$ cat config.mk
export PLATFORM = sky130hd
export DESIGN_NAME = usb_buffer_arbiter
export DESIGN_NICKNAME = d
export VERILOG_FILES = /design/src/rtl/usb_pkg.sv /design/src/rtl/usb_req_slot.sv /design/src/rtl/usb_buffer_arbiter.sv
export SDC_FILE = /design/constraint.sdc
export NUM_CORES = 1
export LEC_CHECK = 0
export BUFFER_PORTS_ARGS = -buffer_cell sky130_fd_sc_hd__buf_2
export CORE_UTILIZATION = 45
export DETAILED_ROUTE_END_ITERATION = 16
export PLACE_DENSITY_LB_ADDON = 0.1
export SYNTH_ARGS = -nofsm -noshare
export SYNTH_HDL_FRONTEND = slang
export SYNTH_SLANG_ARGS = --single-unit
$ cat constraint.sdc
create_clock -name clk -period 3.11 [get_ports clk]
set_clock_uncertainty 0.15 [all_clocks]
set_input_delay 0.4665 -clock clk [delete_from_list [all_inputs] [get_ports clk]]
set_output_delay 0.4665 -clock clk [all_outputs]
set_load 0.01 [all_outputs]
$ cat src/rtl/usb_pkg.sv
// Shared widths and the requester encoding used for grants and read-return tags
// across the USB buffer arbiter.
package usb_pkg;

    localparam int DATA_W = 8;
    localparam int DEPTH  = 64;
    localparam int OCC_W  = 7;

    typedef enum logic [1:0] {
        REQ_NONE,
        REQ_RX,
        REQ_TX,
        REQ_AHB
    } req_e;

endpackage

$ cat src/rtl/usb_req_slot.sv
// One-entry pending request register. A new pulse refills the slot when it is empty
// or being taken this cycle; otherwise the new pulse is dropped and collide flags it.
module usb_req_slot #(
    parameter int W = 8
) (
    input  logic         clk,
    input  logic         rst,
    input  logic         set,
    input  logic         take,
    input  logic [W-1:0] din,
    output logic         pending,
    output logic [W-1:0] dout,
    output logic         collide
);

    assign collide = set && pending && !take;

    // NOTE: state uses non-blocking assignments so all slots update from pre-edge values.
    always_ff @(posedge clk or posedge rst) begin
        if (rst) begin
            pending <= 1'b0;
            dout    <= '0;
        end else if (!pending || take) begin
            pending <= set;
            if (set) begin
                dout <= din;
            end
        end
    end

endmodule

$ cat src/rtl/usb_buffer_arbiter.sv
// Single-port USB data buffer arbiter: grants one of RX store, TX fetch or AHB access
// per cycle, sequences flush/clear and applies the buffer full/empty rules.
module usb_buffer_arbiter
    import usb_pkg::*;
#(
    parameter int AHB_MAX_WAIT = 4
) (
    input  logic              clk,
    input  logic              rst,
    input  logic              rx_store,
    input  logic [DATA_W-1:0] rx_wdata,
    output logic              rx_overrun,
    input  logic              tx_get,
    output logic [DATA_W-1:0] tx_rdata,
    output logic              tx_rvalid,
    input  logic              ahb_store,
    input  logic              ahb_get,
    input  logic [DATA_W-1:0] ahb_wdata,
    output logic [DATA_W-1:0] ahb_rdata,
    output logic              ahb_rvalid,
    output logic              ahb_busy,
    output logic              ahb_err,
    input  logic              flush,
    input  logic              clear,
    input  logic [OCC_W-1:0]  buffer_occupancy,
    output logic              buf_write,
    output logic              buf_read,
    output logic [DATA_W-1:0] buf_wdata,
    input  logic [DATA_W-1:0] buf_rdata,
    output logic              buf_clear
);

    localparam int AGE_W = $clog2(AHB_MAX_WAIT + 1);

    logic              rx_pend, tx_pend, ahb_pend;
    logic [DATA_W-1:0] rx_data;
    logic [DATA_W:0]   ahb_slot_q;
    logic              ahb_is_write;
    logic [DATA_W-1:0] ahb_data;
    logic              rx_collide;
    logic [1:0]        tx_slot_unused;
    logic              ahb_collide_unused;

    logic              clr_q, clr_rx_q;
    logic [AGE_W-1:0]  age_q;
    req_e              grant, tag_q;

    logic has_room, has_data, tx_ready, ahb_first;
    logic rx_full, ahb_fail, ahb_drop, ahb_quick, ahb_fetch_empty;
    logic ahb_accept, ahb_reject;
    logic rx_take, tx_take, ahb_take;

    assign has_room  = buffer_occupancy < OCC_W'(DEPTH);
    assign has_data  = buffer_occupancy != '0;
    assign tx_ready  = tx_pend && has_data;
    assign ahb_first = age_q >= AGE_W'(AHB_MAX_WAIT);

    assign {ahb_is_write, ahb_data} = ahb_slot_q;

    // An AHB pulse is only captured into an idle AHB path and only if it is unambiguous.
    assign ahb_accept = (ahb_store ^ ahb_get) && !ahb_busy;
    assign ahb_reject = (ahb_store || ahb_get) && (ahb_busy || (ahb_store && ahb_get));

    // The clear cycle empties TX/AHB slots; RX survives a flush but not a clear.
    assign rx_take  = (grant == REQ_RX) || (clr_q && clr_rx_q);
    assign tx_take  = (grant == REQ_TX) || clr_q;
    assign ahb_take = (grant == REQ_AHB) || clr_q;

    usb_req_slot #(.W(DATA_W)) u_rx_slot (
        .clk     (clk),
        .rst     (rst),
        .set     (rx_store),
        .take    (rx_take),
        .din     (rx_wdata),
        .pending (rx_pend),
        .dout    (rx_data),
        .collide (rx_collide)
    );

    usb_req_slot #(.W(1)) u_tx_slot (
        .clk     (clk),
        .rst     (rst),
        .set     (tx_get),
        .take    (tx_take),
        .din     (1'b0),
        .pending (tx_pend),
        .dout    (tx_slot_unused[1:1]),
        .collide (tx_slot_unused[0])
    );

    usb_req_slot #(.W(DATA_W + 1)) u_ahb_slot (
        .clk     (clk),
        .rst     (rst),
        .set     (ahb_accept),
        .take    (ahb_take),
        .din     ({ahb_store, ahb_wdata}),
        .pending (ahb_pend),
        .dout    (ahb_slot_q),
        .collide (ahb_collide_unused)
    );

    always_comb begin
        // NOTE: every signal driven here gets a default first so no path infers a latch.
        grant     = REQ_NONE;
        buf_write = 1'b0;
        buf_read  = 1'b0;
        buf_wdata = '0;
        rx_full   = 1'b0;
        ahb_fail  = 1'b0;
        if (!clr_q) begin
            // A pending RX always owns the cycle, even when the byte ends up dropped.
            if (rx_pend) begin
                grant = REQ_RX;
            end else if (ahb_pend && (ahb_first || !tx_ready)) begin
                grant = REQ_AHB;
            end else if (tx_ready) begin
                grant = REQ_TX;
            end
        end
        case (grant)
            REQ_RX: begin
                if (has_room) begin
                    buf_write = 1'b1;
                    buf_wdata = rx_data;
                end else begin
                    rx_full = 1'b1;
                end
            end
            REQ_TX: buf_read = 1'b1;
            REQ_AHB: begin
                if (ahb_is_write) begin
                    if (has_room) begin
                        buf_write = 1'b1;
                        buf_wdata = ahb_data;
                    end else begin
                        ahb_fail = 1'b1;
                    end
                end else if (has_data) begin
                    buf_read = 1'b1;
                end else begin
                    ahb_fail = 1'b1;
                end
            end
            default: ;
        endcase
    end

    assign ahb_drop        = clr_q && ahb_pend;
    assign ahb_quick       = (grant == REQ_AHB) && !buf_read;
    assign ahb_fetch_empty = (grant == REQ_AHB) && !ahb_is_write && !has_data;
    assign buf_clear       = clr_q;

    always_ff @(posedge clk or posedge rst) begin
        if (rst) begin
            clr_q      <= 1'b0;
            clr_rx_q   <= 1'b0;
            age_q      <= '0;
            tag_q      <= REQ_NONE;
            rx_overrun <= 1'b0;
            tx_rvalid  <= 1'b0;
            tx_rdata   <= '0;
            ahb_rvalid <= 1'b0;
            ahb_err    <= 1'b0;
            ahb_rdata  <= '0;
            ahb_busy   <= 1'b0;
        end else begin
            clr_q    <= flush || clear;
            clr_rx_q <= clear;
            tag_q    <= buf_read ? grant : REQ_NONE;

            if (clr_q || (grant == REQ_AHB)) begin
                age_q <= '0;
            end else if (ahb_pend && !ahb_first) begin
                age_q <= age_q + AGE_W'(1);
            end

            rx_overrun <= rx_collide || rx_full;

            // Read data is taken the cycle after the grant, when the buffer presents it.
            tx_rvalid <= (tag_q == REQ_TX);
            if (tag_q == REQ_TX) begin
                tx_rdata <= buf_rdata;
            end

            ahb_rvalid <= ahb_quick || ahb_drop || (tag_q == REQ_AHB);
            ahb_err    <= ahb_fail || ahb_drop || ahb_reject;
            if (tag_q == REQ_AHB) begin
                ahb_rdata <= buf_rdata;
            end else if (ahb_fetch_empty) begin
                ahb_rdata <= '0;
            end

            if (ahb_accept) begin
                ahb_busy <= 1'b1;
            end else if (ahb_rvalid) begin
                ahb_busy <= 1'b0;
            end
        end
    end

endmodule

; Yosys cells after proc, flatten, opt, wreduce, memory -nomap -nowiden
; Index checks and enable logic that the tools add are counted.
[word_totals]
ff_bits = 48
word_cells = 95
in_bits = 39
out_inout_bits = 32
[op_classes]
n_eq_ne = 5
bitwise_logic = 1
n_lt_le_gt_ge = 2
n_reduce_logical = 44
n_addsub = 1
n_mux = 26
[op_table]
columns = operator, n
row1 = two-way mux 8 bit, 5
row2 = one-hot mux 8 bit (2 select lines), 1
row3 = logical OR 1 bit, 15
row4 = logical AND 1 bit, 13
row5 = two-way mux 1 bit, 11
row6 = zero test 1 bit, 10
row7 = two-way mux 2 bit, 5
row8 = "== test 2 bit, second input constant", 4
row9 = "< comparator 7 bit, second input constant", 1
row10 = nonzero test 7 bit, 1
row11 = two-way mux 3 bit, 2
row12 = nonzero test 2 bit, 3
row13 = one-hot mux 1 bit (2 select lines), 2
row14 = AND reduction 2 bit, 2
row15 = "adder 3 x 1 -> 3 bit, second input constant", 1
row16 = ">= comparator 3 bit, second input constant", 1
row17 = "== test 2 x 1 -> 1 bit, second input constant", 1
row18 = XOR 1 bit, 1

; Logic depth before layout (Yosys ltp)
; Gate-level depths: netlist of run 1.
[logic_depth]
word_depth = 14
depth_mapped = 6
depth_no_buf = 5

; Cells and area by module
; Synthesis of run 1 repeated with hierarchy kept, for this count alone.
[unflattened]
cells_unflattened = 187
area_unflattened_um2 = 2313.5
[by_module_without_submodules]
columns = module, instances, area_per_inst_um2, cells_per_inst, seq_area_each_um2
row1 = usb_buffer_arbiter, 1, 1436.4, 130, 700.7
row2 = usb_req_slot (u_ahb_slot), 1, 391.6, 25, 250.2
row3 = usb_req_slot (u_rx_slot), 1, 385.4, 23, 225.2
row4 = usb_req_slot (u_tx_slot), 1, 100.1, 9, 50.0

; Worst setup path after synthesis of run 1
; No wires, ideal clock.
[synth_timing]
path_kind = input to output
from = in buffer_occupancy[2]
to = out buf_wdata[0]
slack_ps = 873
path_buffers = 1
t_required_ps = 2493
t_arrival_ps = 1621
stages = 5
cell_sequence = or4_4 -> o22ai_1 -> and3_1 -> buf_2 -> a22o_1
[synth_between]
elab_chain_len = 10
elab_cells_between_ends = 16
classes_between = 1 x order compare / 2 x eq/ne / 8 x mux / 5 x reduce/logical
[synth_lines]
columns = element, line
row1 = "start, declared", usb_buffer_arbiter.sv:25  ; input logic [OCC_W-1:0] buffer_occupancy,
row2 = nonzero test 7 bit, usb_buffer_arbiter.sv:54  ; assign has_data = buffer_occupancy != '0;
row3 = logical AND 1 bit, usb_buffer_arbiter.sv:55  ; assign tx_ready = tx_pend && has_data;
row4 = zero test 1 bit, usb_buffer_arbiter.sv:114  ; end else if (ahb_pend && (ahb_first || !tx_ready)) begin
row5 = logical OR 1 bit, usb_buffer_arbiter.sv:114
row6 = logical AND 1 bit, usb_buffer_arbiter.sv:114
row7 = two-way mux 2 bit, usb_buffer_arbiter.sv:114
row8 = two-way mux 2 bit, usb_buffer_arbiter.sv:112  ; if (rx_pend) begin
row9 = two-way mux 2 bit, usb_buffer_arbiter.sv:110  ; if (!clr_q) begin
row10 = == test 2 bit / == test 2 x 1 -> 1 bit (equally long branches), usb_buffer_arbiter.sv:120  ; case (grant)
row11 = one-hot mux 8 bit (2 select lines) (*), usb_buffer_arbiter.sv:120
row12 = "end, declared", usb_buffer_arbiter.sv:28  ; output logic [DATA_W-1:0] buf_wdata,
; Mark *: on every way between the ends. The rest lies on a longest branch, timed or not.

; Final worst setup path of run 1
[layout_timing]
from = reg u_rx_slot.pending
to = out buf_wdata[4]
[layout_between]
elab_chain_len = 4
elab_cells_between_ends = 5
classes_between = 2 x eq/ne / 3 x mux
[layout_lines]
columns = element, line
row1 = "start, declared", usb_req_slot.sv:11  ; output logic pending,
row2 = "start signal, assigned", usb_req_slot.sv:24  ; pending <= set;
row3 = two-way mux 2 bit (*), usb_buffer_arbiter.sv:112
row4 = two-way mux 2 bit (*), usb_buffer_arbiter.sv:110
row5 = == test 2 bit / == test 2 x 1 -> 1 bit (equally long branches), usb_buffer_arbiter.sv:120
row6 = one-hot mux 8 bit (2 select lines) (*), usb_buffer_arbiter.sv:120
; Marked as above.

==> reports/qor.log, run 1 <==
qor: worst_setup_path.worstSetupStartpointType flip-flop
qor: sta.totalNegativeSetupSlack 0 ns
qor: power.pwr_density_cell 623 nW/um^2
qor: global_routing.grt_max_degree 49
qor: floorplan.io-pin-count 71
qor: routing.detail-route-antenna-nets 0
qor: floorplan.die_outline_area 4940 um^2
qor: synthesis.synth-seq-cells 48
qor: worst_hold_path.worstHoldPathType input port to flip-flop
qor: synthesis.leading_area_contributor_after_synthesis sky130_fd_sc_hd__dfrtp_1
qor: finish.postLayoutCoreUtil 58.6%
qor: sta.maxSlewHeadroom 34.6%
qor: sta.worst_hold_slack 0.137 ns
qor: clocking.clkLatencyLatePin 0.30 ns
qor: synthesis.synth.area.top_cells sky130_fd_sc_hd__dfrtp_1, sky130_fd_sc_hd__mux2_2, sky130_fd_sc_hd__a22o_1, sky130_fd_sc_hd__ha_1, sky130_fd_sc_hd__nor2_1
qor: finish.most_common_cell_after_layout_fill_and_taps_aside sky130_fd_sc_hd__buf_2
qor: global_routing.grt_first_pass_wirelength 6.98 mm
qor: clocking.cts_repair_resize_count 0
qor: worst_setup_path.worstPathRequired 2.49 ns
qor: worst_setup_path.worst_path_arrival 2.07 ns
qor: synthesis.synth_cell_types 31
qor: finish.post_layout_nonfiller_instances 289
qor: synthesis.avg_cell_area_syn 12.8 um^2
qor: worst_setup_path.cp_top_family simple AND/OR/NAND/NOR gates
qor: finish.n_antenna_cell 0
qor: clocking.cts_buf_count 5
qor: synthesis.ys.warnings.count 0
qor: finish.area_delta_synth_final 23.2%
qor: synthesis.seq_area_frac_synth 57.2%
qor: power.vdd_ir_drop_max 0.000333 V
qor: global_routing.gr-usage-all-layers 17.9%
qor: synthesis.syn-num-nets 207
qor: worst_setup_path.end_kind primary output
qor: synthesis.synth_top_cell_area_share 57.2%
qor: worst_setup_path.path_cells or4_4, o22ai_1, and3_1, a22o_1, buf_2
qor: clocking.cts_hold_repair_buffers 0
qor: finish.nets 279
qor: sta.post-route-period-util 86.4%
qor: clocking.buffers_from_clock_root_to_sink_at_most 2
qor: sta.setup_violations 0
qor: sta.max_freq 372 MHz
qor: clocking.cts.sinks 48
qor: clocking.clkSlewWorstSetupHoldPaths 0.08 ns
qor: routing.post_drt_via_cell_ratio 5.21
qor: routing.drt-total-wl 4.16 mm
qor: sta.slew_viol_final 0
qor: clocking.post-cts-setup-buffer-count 0
qor: finish.layout-drive-gt1-share 48.1%
qor: place.dp_hpwl 3.10 mm
qor: global_routing.globalRouteOverflowTotal 0
qor: global_routing.vias_in_the_first_global_route 1,610
qor: floorplan.initial_utilization 47.6%
qor: sta.final-hold-violation-count 0
qor: worst_setup_path.crit_path_max_fanout 9
qor: sta.rsz0062_at_grt no
qor: place.place.port_buffers 70
qor: status.outcome finished, final reports clean
qor: routing.drc 0
qor: sta.min_period 2.69 ns
qor: worst_setup_path.timing.critical_path.slowest_cell_delay 0.48 ns
qor: routing.m1WireLength 1.66 mm
qor: floorplan.chipHeight 70.3 um
qor: place.placed_cells 281
qor: synthesis.synth_area 2100 um^2
qor: routing.routed-wl-met3 265 um
qor: worst_setup_path.critical_path_class flip-flop to primary output
qor: routing.post_drt_wl_per_cell 14.4 um
qor: floorplan.dieWidth 70.3 um
qor: clocking.ctsRootBufferMaster sky130_fd_sc_hd__clkbuf_8
qor: worst_setup_path.slowest_library_cell_on_the_worst_path sky130_fd_sc_hd__dfrtp_1
qor: routing.highest_routed_metal_layer met4
qor: clocking.cts-htree-levels 2
qor: global_routing.antenna_found_initial 0
qor: routing.vias 1,506
qor: power.cellLeakagePower 0.00129 uW
qor: worst_setup_path.timing.critical_path.buf_inv 1
qor: floorplan.coreArea 4410 um^2
qor: finish.final_cell_mix sky130_fd_sc_hd__buf_2, sky130_fd_sc_hd__dfrtp_1, sky130_fd_sc_hd__mux2_2, sky130_fd_sc_hd__a22o_1, sky130_fd_sc_hd__nor2_1
qor: clocking.tritoncts built
qor: place.gp_congestion 0.804
qor: floorplan.placementRows 24
qor: routing.drt-pass1-iter-count 4
qor: run.max_cap_violations 0
qor: sta.worst_pin_slew 0.980 ns
qor: routing.dr_wl_met2 2.16 mm
qor: synthesis.post_syn_instances 164
qor: routing.drt-initial-drc-count 49
-- worst paths after layout --
| kind | slack [ns] | start | end | depth (start not counted) |
|---|---|---|---|---|
| setup / recovery | 0.42 | u_rx_slot.pending | buf_wdata[4] | 5 |
| hold / removal | 0.14 | clear | clr_rx_q | 1 |
| setup reg to reg | 1.12 | u_rx_slot.pending | u_rx_slot.dout[6] | 4 |
| hold reg to reg | 0.31 | ahb_rvalid | ahb_busy | 1 |
| max in group asynchronous | 1.96 | rst | rx_overrun | 2 |
| min in group asynchronous | 0.24 | rst | tx_rvalid | 2 |
-- area by class of cell --
cell class                 count  area (um^2)
clock buffer                   5         68.8
clock inverter                 3         23.8
fill                         390         1830
inverter                       9         33.8
multi-input combinational    101          837
sequential                    48         1200
tap                           52         65.1
timing repair buffer          71          358
-- logic make-up after synthesis --
logic type               synth area share (%)
AO/OA/AOI/OAI                            12.6
XOR/XNOR                                0.417
multiplexers                             13.4
buffers and inverters                    2.92
flip-flops                               57.2
adder cells (fa/ha/maj)                  2.38
AND/OR/NAND/NOR                          11.0
-- flip-flops by register name, summed over array words and instances (netlist names), 2 cells and up --
| register | count |
|---|---|
| u_rx_slot.dout | 8 |
| ahb_rdata | 8 |
| tx_rdata | 8 |
| u_ahb_slot.dout | 9 |
| tag_q | 2 |
| age_q | 3 |
-- power by group --
| group | leakage [uW] | switching, uW | internal, uW | total (uW) |
|---|---|---|---|---|
| Clock | 0.0000404 | 208 | 159 | 367 |
| Sequential | 0.000575 | 93.7 | 768 | 862 |
| Combinational | 0.000671 | 173 | 211 | 384 |
| Total | 0.00129 | 475 | 1140 | 1610 |
-- cells in the mapped netlist --
library cell	instances
sky130_fd_sc_hd__nor2_1	11
sky130_fd_sc_hd__or2_2	2
sky130_fd_sc_hd__buf_2	4
sky130_fd_sc_hd__a31o_2	1
sky130_fd_sc_hd__ha_1	4
sky130_fd_sc_hd__nor2b_1	5
sky130_fd_sc_hd__nor3_1	1
sky130_fd_sc_hd__dfrtp_1	48
sky130_fd_sc_hd__o221ai_2	1
sky130_fd_sc_hd__nand3b_4	1
sky130_fd_sc_hd__a22o_1	16
sky130_fd_sc_hd__xnor2_1	1
sky130_fd_sc_hd__nor4_4	1
sky130_fd_sc_hd__a31oi_4	1
sky130_fd_sc_hd__o31ai_1	1
sky130_fd_sc_hd__or3_1	1
sky130_fd_sc_hd__nor4_1	2
sky130_fd_sc_hd__o21ai_0	5
sky130_fd_sc_hd__nand3_1	2
sky130_fd_sc_hd__and3_1	1
sky130_fd_sc_hd__a21oi_1	7
sky130_fd_sc_hd__or4_4	2
sky130_fd_sc_hd__inv_1	9
sky130_fd_sc_hd__and2_1	1
sky130_fd_sc_hd__nand2b_1	4
sky130_fd_sc_hd__mux2_2	25
sky130_fd_sc_hd__clkbuf_1	1
sky130_fd_sc_hd__buf_1	1
sky130_fd_sc_hd__o22ai_1	1
sky130_fd_sc_hd__nand2_1	3
sky130_fd_sc_hd__a31oi_1	1
-- routing by layer --
| metal | vias to the layer above | track usage [%] |
|---|---|---|
| met2 | 53 | 33.0 |
| li1 | 725 | - |
| met5 | - | 0 |
| met3 | 8 | 5.77 |
| met1 | 720 | 19.4 |
| met4 | 0 | 5.11 |
-- stage by stage --
stage          instance area (um^2)  power (uW)  worst slack, ns
2_1_floorplan                  2100        1110            0.873
6_report                       2590        1610            0.424
4_1_cts                        2590        1640            0.402
3_5_place_dp                   2490        1260            0.511
5_1_grt                        2590        1710            0.311
3_3_place_gp                   2490        1240            0.535
Note: power is estimated with default switching activity, not from simulation.
==> inputs of run 2 (changes only) <==
SYNTH_HIERARCHICAL = 1   (was default)
==> run 2 against run 1 <==
Against the previous run: final area rose by 7.3%; global-route usage rose by 0.80 points; count of clock-buffer cells in the layout is 3 higher; register-to-register slack lost 0.05 ns; wire length rose by 9.0%; die area up 7.2%; core utilization shrank 0.63 points; fmax up 10%; flip-flop and latch count did not move; area after synthesis grew 7.4%; hold slack improved by 0.0078 ns; worst setup slack better by 0.24 ns; largest power group unchanged.
==> reports/qor.log, run 2 <==
qor: status.outcome finished, final reports clean
qor: clocking.cts.sinks 48 [unchanged]
qor: sta.max_freq 409 MHz [+10%]
qor: power.cellLeakagePower 0.00136 uW [+5.6%]
qor: finish.filler_cell_count 442 [+13%]
qor: finish.nets 298 [+6.8%]
qor: sta.maxSlewHeadroom 65.9% [+31 points]
qor: routing.drt-initial-drc-count 61 [+24%]
qor: finish.most_common_cell_after_layout_fill_and_taps_aside sky130_fd_sc_hd__buf_2
qor: routing.post_drt_via_cell_ratio 4.90 [-6.0%]
qor: finish.layout-drive-gt1-share 46.9% [-1.2 points]
qor: clocking.ctsRootBufferMaster sky130_fd_sc_hd__clkbuf_8
qor: routing.drc 0 [unchanged]
qor: floorplan.placementRows 25 [+4.2%]
qor: sta.rsz0062_at_grt no
qor: finish.final_cell_area 2780 um^2 [+7.3%]
qor: power.pwr_density_cell 590 nW/um^2 [-5.3%]
qor: routing.drt-pass1-iter-count 4 [unchanged]
qor: clocking.buffers_from_clock_root_to_sink_at_most 2 [unchanged]
qor: floorplan.coreArea 4790 um^2 [+8.4%]
qor: finish.largest_reg_flops 9 [unchanged]
qor: synthesis.ys.warnings.count 6 [+6]
qor: finish.area_delta_synth_final 23.0%
qor: sta.totalNegativeSetupSlack 0 ns [unchanged]
qor: routing.detail-route-antenna-nets 0 [unchanged]
qor: power.vdd_ir_drop_max 0.000458 V [+38%]
qor: sta.min_period 2.44 ns [-0.243 ns]
qor: worst_setup_path.setup.reg_to_reg.worst_slack 1.07 ns [-0.05 ns]
qor: place.placed_cells 314 [+12%]
qor: worst_setup_path.crit-reg2reg-capture u_ahb_slot/dout[1]
qor: clocking.clkSlewWorstSetupHoldPaths 0.08 ns [about the same]
qor: sta.slew_viol_final 0 [unchanged]
qor: run.max_cap_violations 0 [unchanged]
qor: sta.final-hold-violation-count 0 [unchanged]
qor: sta.post-route-period-util 78.5% [-7.8 points]
qor: global_routing.gr-usage-all-layers 18.7% [+0.80 points]
qor: worst_hold_path.worstHoldPathType input port to flip-flop
qor: floorplan.initial_utilization 47.1% [-0.43 points]
qor: routing.post_drt_wl_per_cell 14.0 um [-2.5%]
qor: floorplan.dieWidth 72.8 um [+3.6%]
qor: global_routing.globalRouteOverflowTotal 0 [unchanged]
qor: finish.post_layout_nonfiller_instances 323 [+12%]
qor: worst_setup_path.crit_path_start u_rx_slot/pending
qor: place.dp_hpwl 3.56 mm [+15%]
qor: clocking.tritoncts built
qor: worst_setup_path.worst_path_arrival 1.83 ns [-0.24 ns]
qor: worst_setup_path.r2r_start age_q[2]
qor: worst_setup_path.end_kind primary output
qor: routing.vias 1,583 [+5.1%]
qor: clocking.clkLatencyLatePin 0.29 ns [about the same]
qor: global_routing.grt_first_pass_wirelength 7.49 mm [+7.3%]
qor: place.place.port_buffers 70 [unchanged]
qor: clocking.cts_buf_count 5 [unchanged]
qor: floorplan.chipHeight 72.8 um [+3.6%]
qor: routing.drt-total-wl 4.53 mm [+9.0%]
qor: floorplan.io-pin-count 71 [unchanged]
qor: sta.setup_violations 0 [unchanged]
qor: clocking.cts-htree-levels 2 [unchanged]
qor: sta.worst_hold_slack 0.145 ns [+0.00777 ns]
qor: finish.postLayoutCoreUtil 58.0% [-0.63 points]
qor: worst_setup_path.crit_path_max_fanout 12 [+3]
qor: worst_setup_path.worstSetupStartpointType flip-flop
qor: finish.n_antenna_cell 0 [unchanged]
qor: global_routing.grt_max_degree 26 [-47%]
qor: worst_setup_path.timing.reg2reg.worst_path_depth 6 [+2]
qor: finish.largest_register u_ahb_slot/dout
qor: sta.worst_pin_slew 0.512 ns [-0.467 ns]
qor: finish.final_cell_mix sky130_fd_sc_hd__buf_2, sky130_fd_sc_hd__dfrtp_1, sky130_fd_sc_hd__mux2_2, sky130_fd_sc_hd__nand2_1, sky130_fd_sc_hd__inv_1
qor: global_routing.antenna_found_initial 0 [unchanged]
qor: finish.seq_area 1200 um^2 [unchanged]
qor: finish.area_of_the_multi_input_gates 983 um^2 [+17%]
qor: worst_setup_path.critical_path_class flip-flop to primary output
qor: synthesis.avg_cell_area_syn 12.5 um^2 [-2.6%]
qor: global_routing.vias_in_the_first_global_route 1,561 [-3.0%]
qor: synthesis.post_syn_instances 181 [+10%]
qor: place.gp_congestion 0.818 [+1.7%]
qor: place.placement.cell_area 2680 um^2 [+7.2%]
qor: floorplan.die_outline_area 5300 um^2 [+7.2%]
qor: synthesis.syn-num-nets 224 [+8.2%]
qor: worst_setup_path.crit_path_end buf_wdata[7]
qor: worst_setup_path.worstPathRequired 2.49 ns [about the same]
qor: synthesis.synth_area 2260 um^2 [+7.4%]
==> run 2: layer usage <==
metal,wire [um],vias to the layer above,part of all wire [%],track usage (%)
li1,-,781,-,-
met1,2320,763,51,28.3
met2,2010,35,44,27.3
met3,165,4,3.6,3.87
met4,32,0,0.71,5.23
met5,0,-,0,0
==> run 2: power by group <==
| group | switching [uW] | internal [uW] |
|---|---|---|
| registers | 116 | 766 |
| clock network | 185 | 181 |
| logic | 168 | 222 |
==> run 2: worst min-delay path by stage <==
stage | end | depth (start not counted) | slack [ns] | from
2_1_floorplan | u_tx_slot/pending | 1 | 0.05 | rst
3_3_place_gp | u_tx_slot/pending | 2 | 0.19 | rst
3_5_place_dp | u_tx_slot/pending | 2 | 0.19 | rst
4_1_cts | clr_rx_q | 1 | 0.13 | clear
5_1_grt | clr_rx_q | 1 | 0.14 | clear
6_report | clr_rx_q | 1 | 0.14 | clear
==> run 2: layout make-up <==
cell class / instances / share of cell area [%]
repair buffers: 72 / 13.3
clock buffers: 8 / 3.25
multi-input cells: 115 / 35.4
inverters: 13 / 1.76
well taps: 67 / 3.02
flip-flops and latches: 48 / 43.3
==> run 2: repair_timing <==
| action | 4_1_cts | 5_1_grt |
|---|---|---|
| hold buffers | 1 | 0 |
| setup buffers | 0 | 0 |
| gates resized for setup | 0 | 0 |
| endpoints found under the hold margin | 4 | 0 |
==> run 2: worst max-delay path, cell delays in order (launching register included) <==
cell and delay [ns]:
sky130_fd_sc_hd__dfrtp_1 0.55, sky130_fd_sc_hd__nor4b_4 0.53, sky130_fd_sc_hd__nand3_1 0.13, sky130_fd_sc_hd__o21ai_1 0.17
sky130_fd_sc_hd__buf_2 0.15
==> run 2: per-stage QoR <==
step / total power, uW / setup slack (ns)
final: 1640 / 0.668
after global routing: 1730 / 0.488
after CTS: 1660 / 0.661
after detailed placement: 1290 / 0.797
after global placement: 1280 / 0.848
after floorplan: 1140 / 1.11
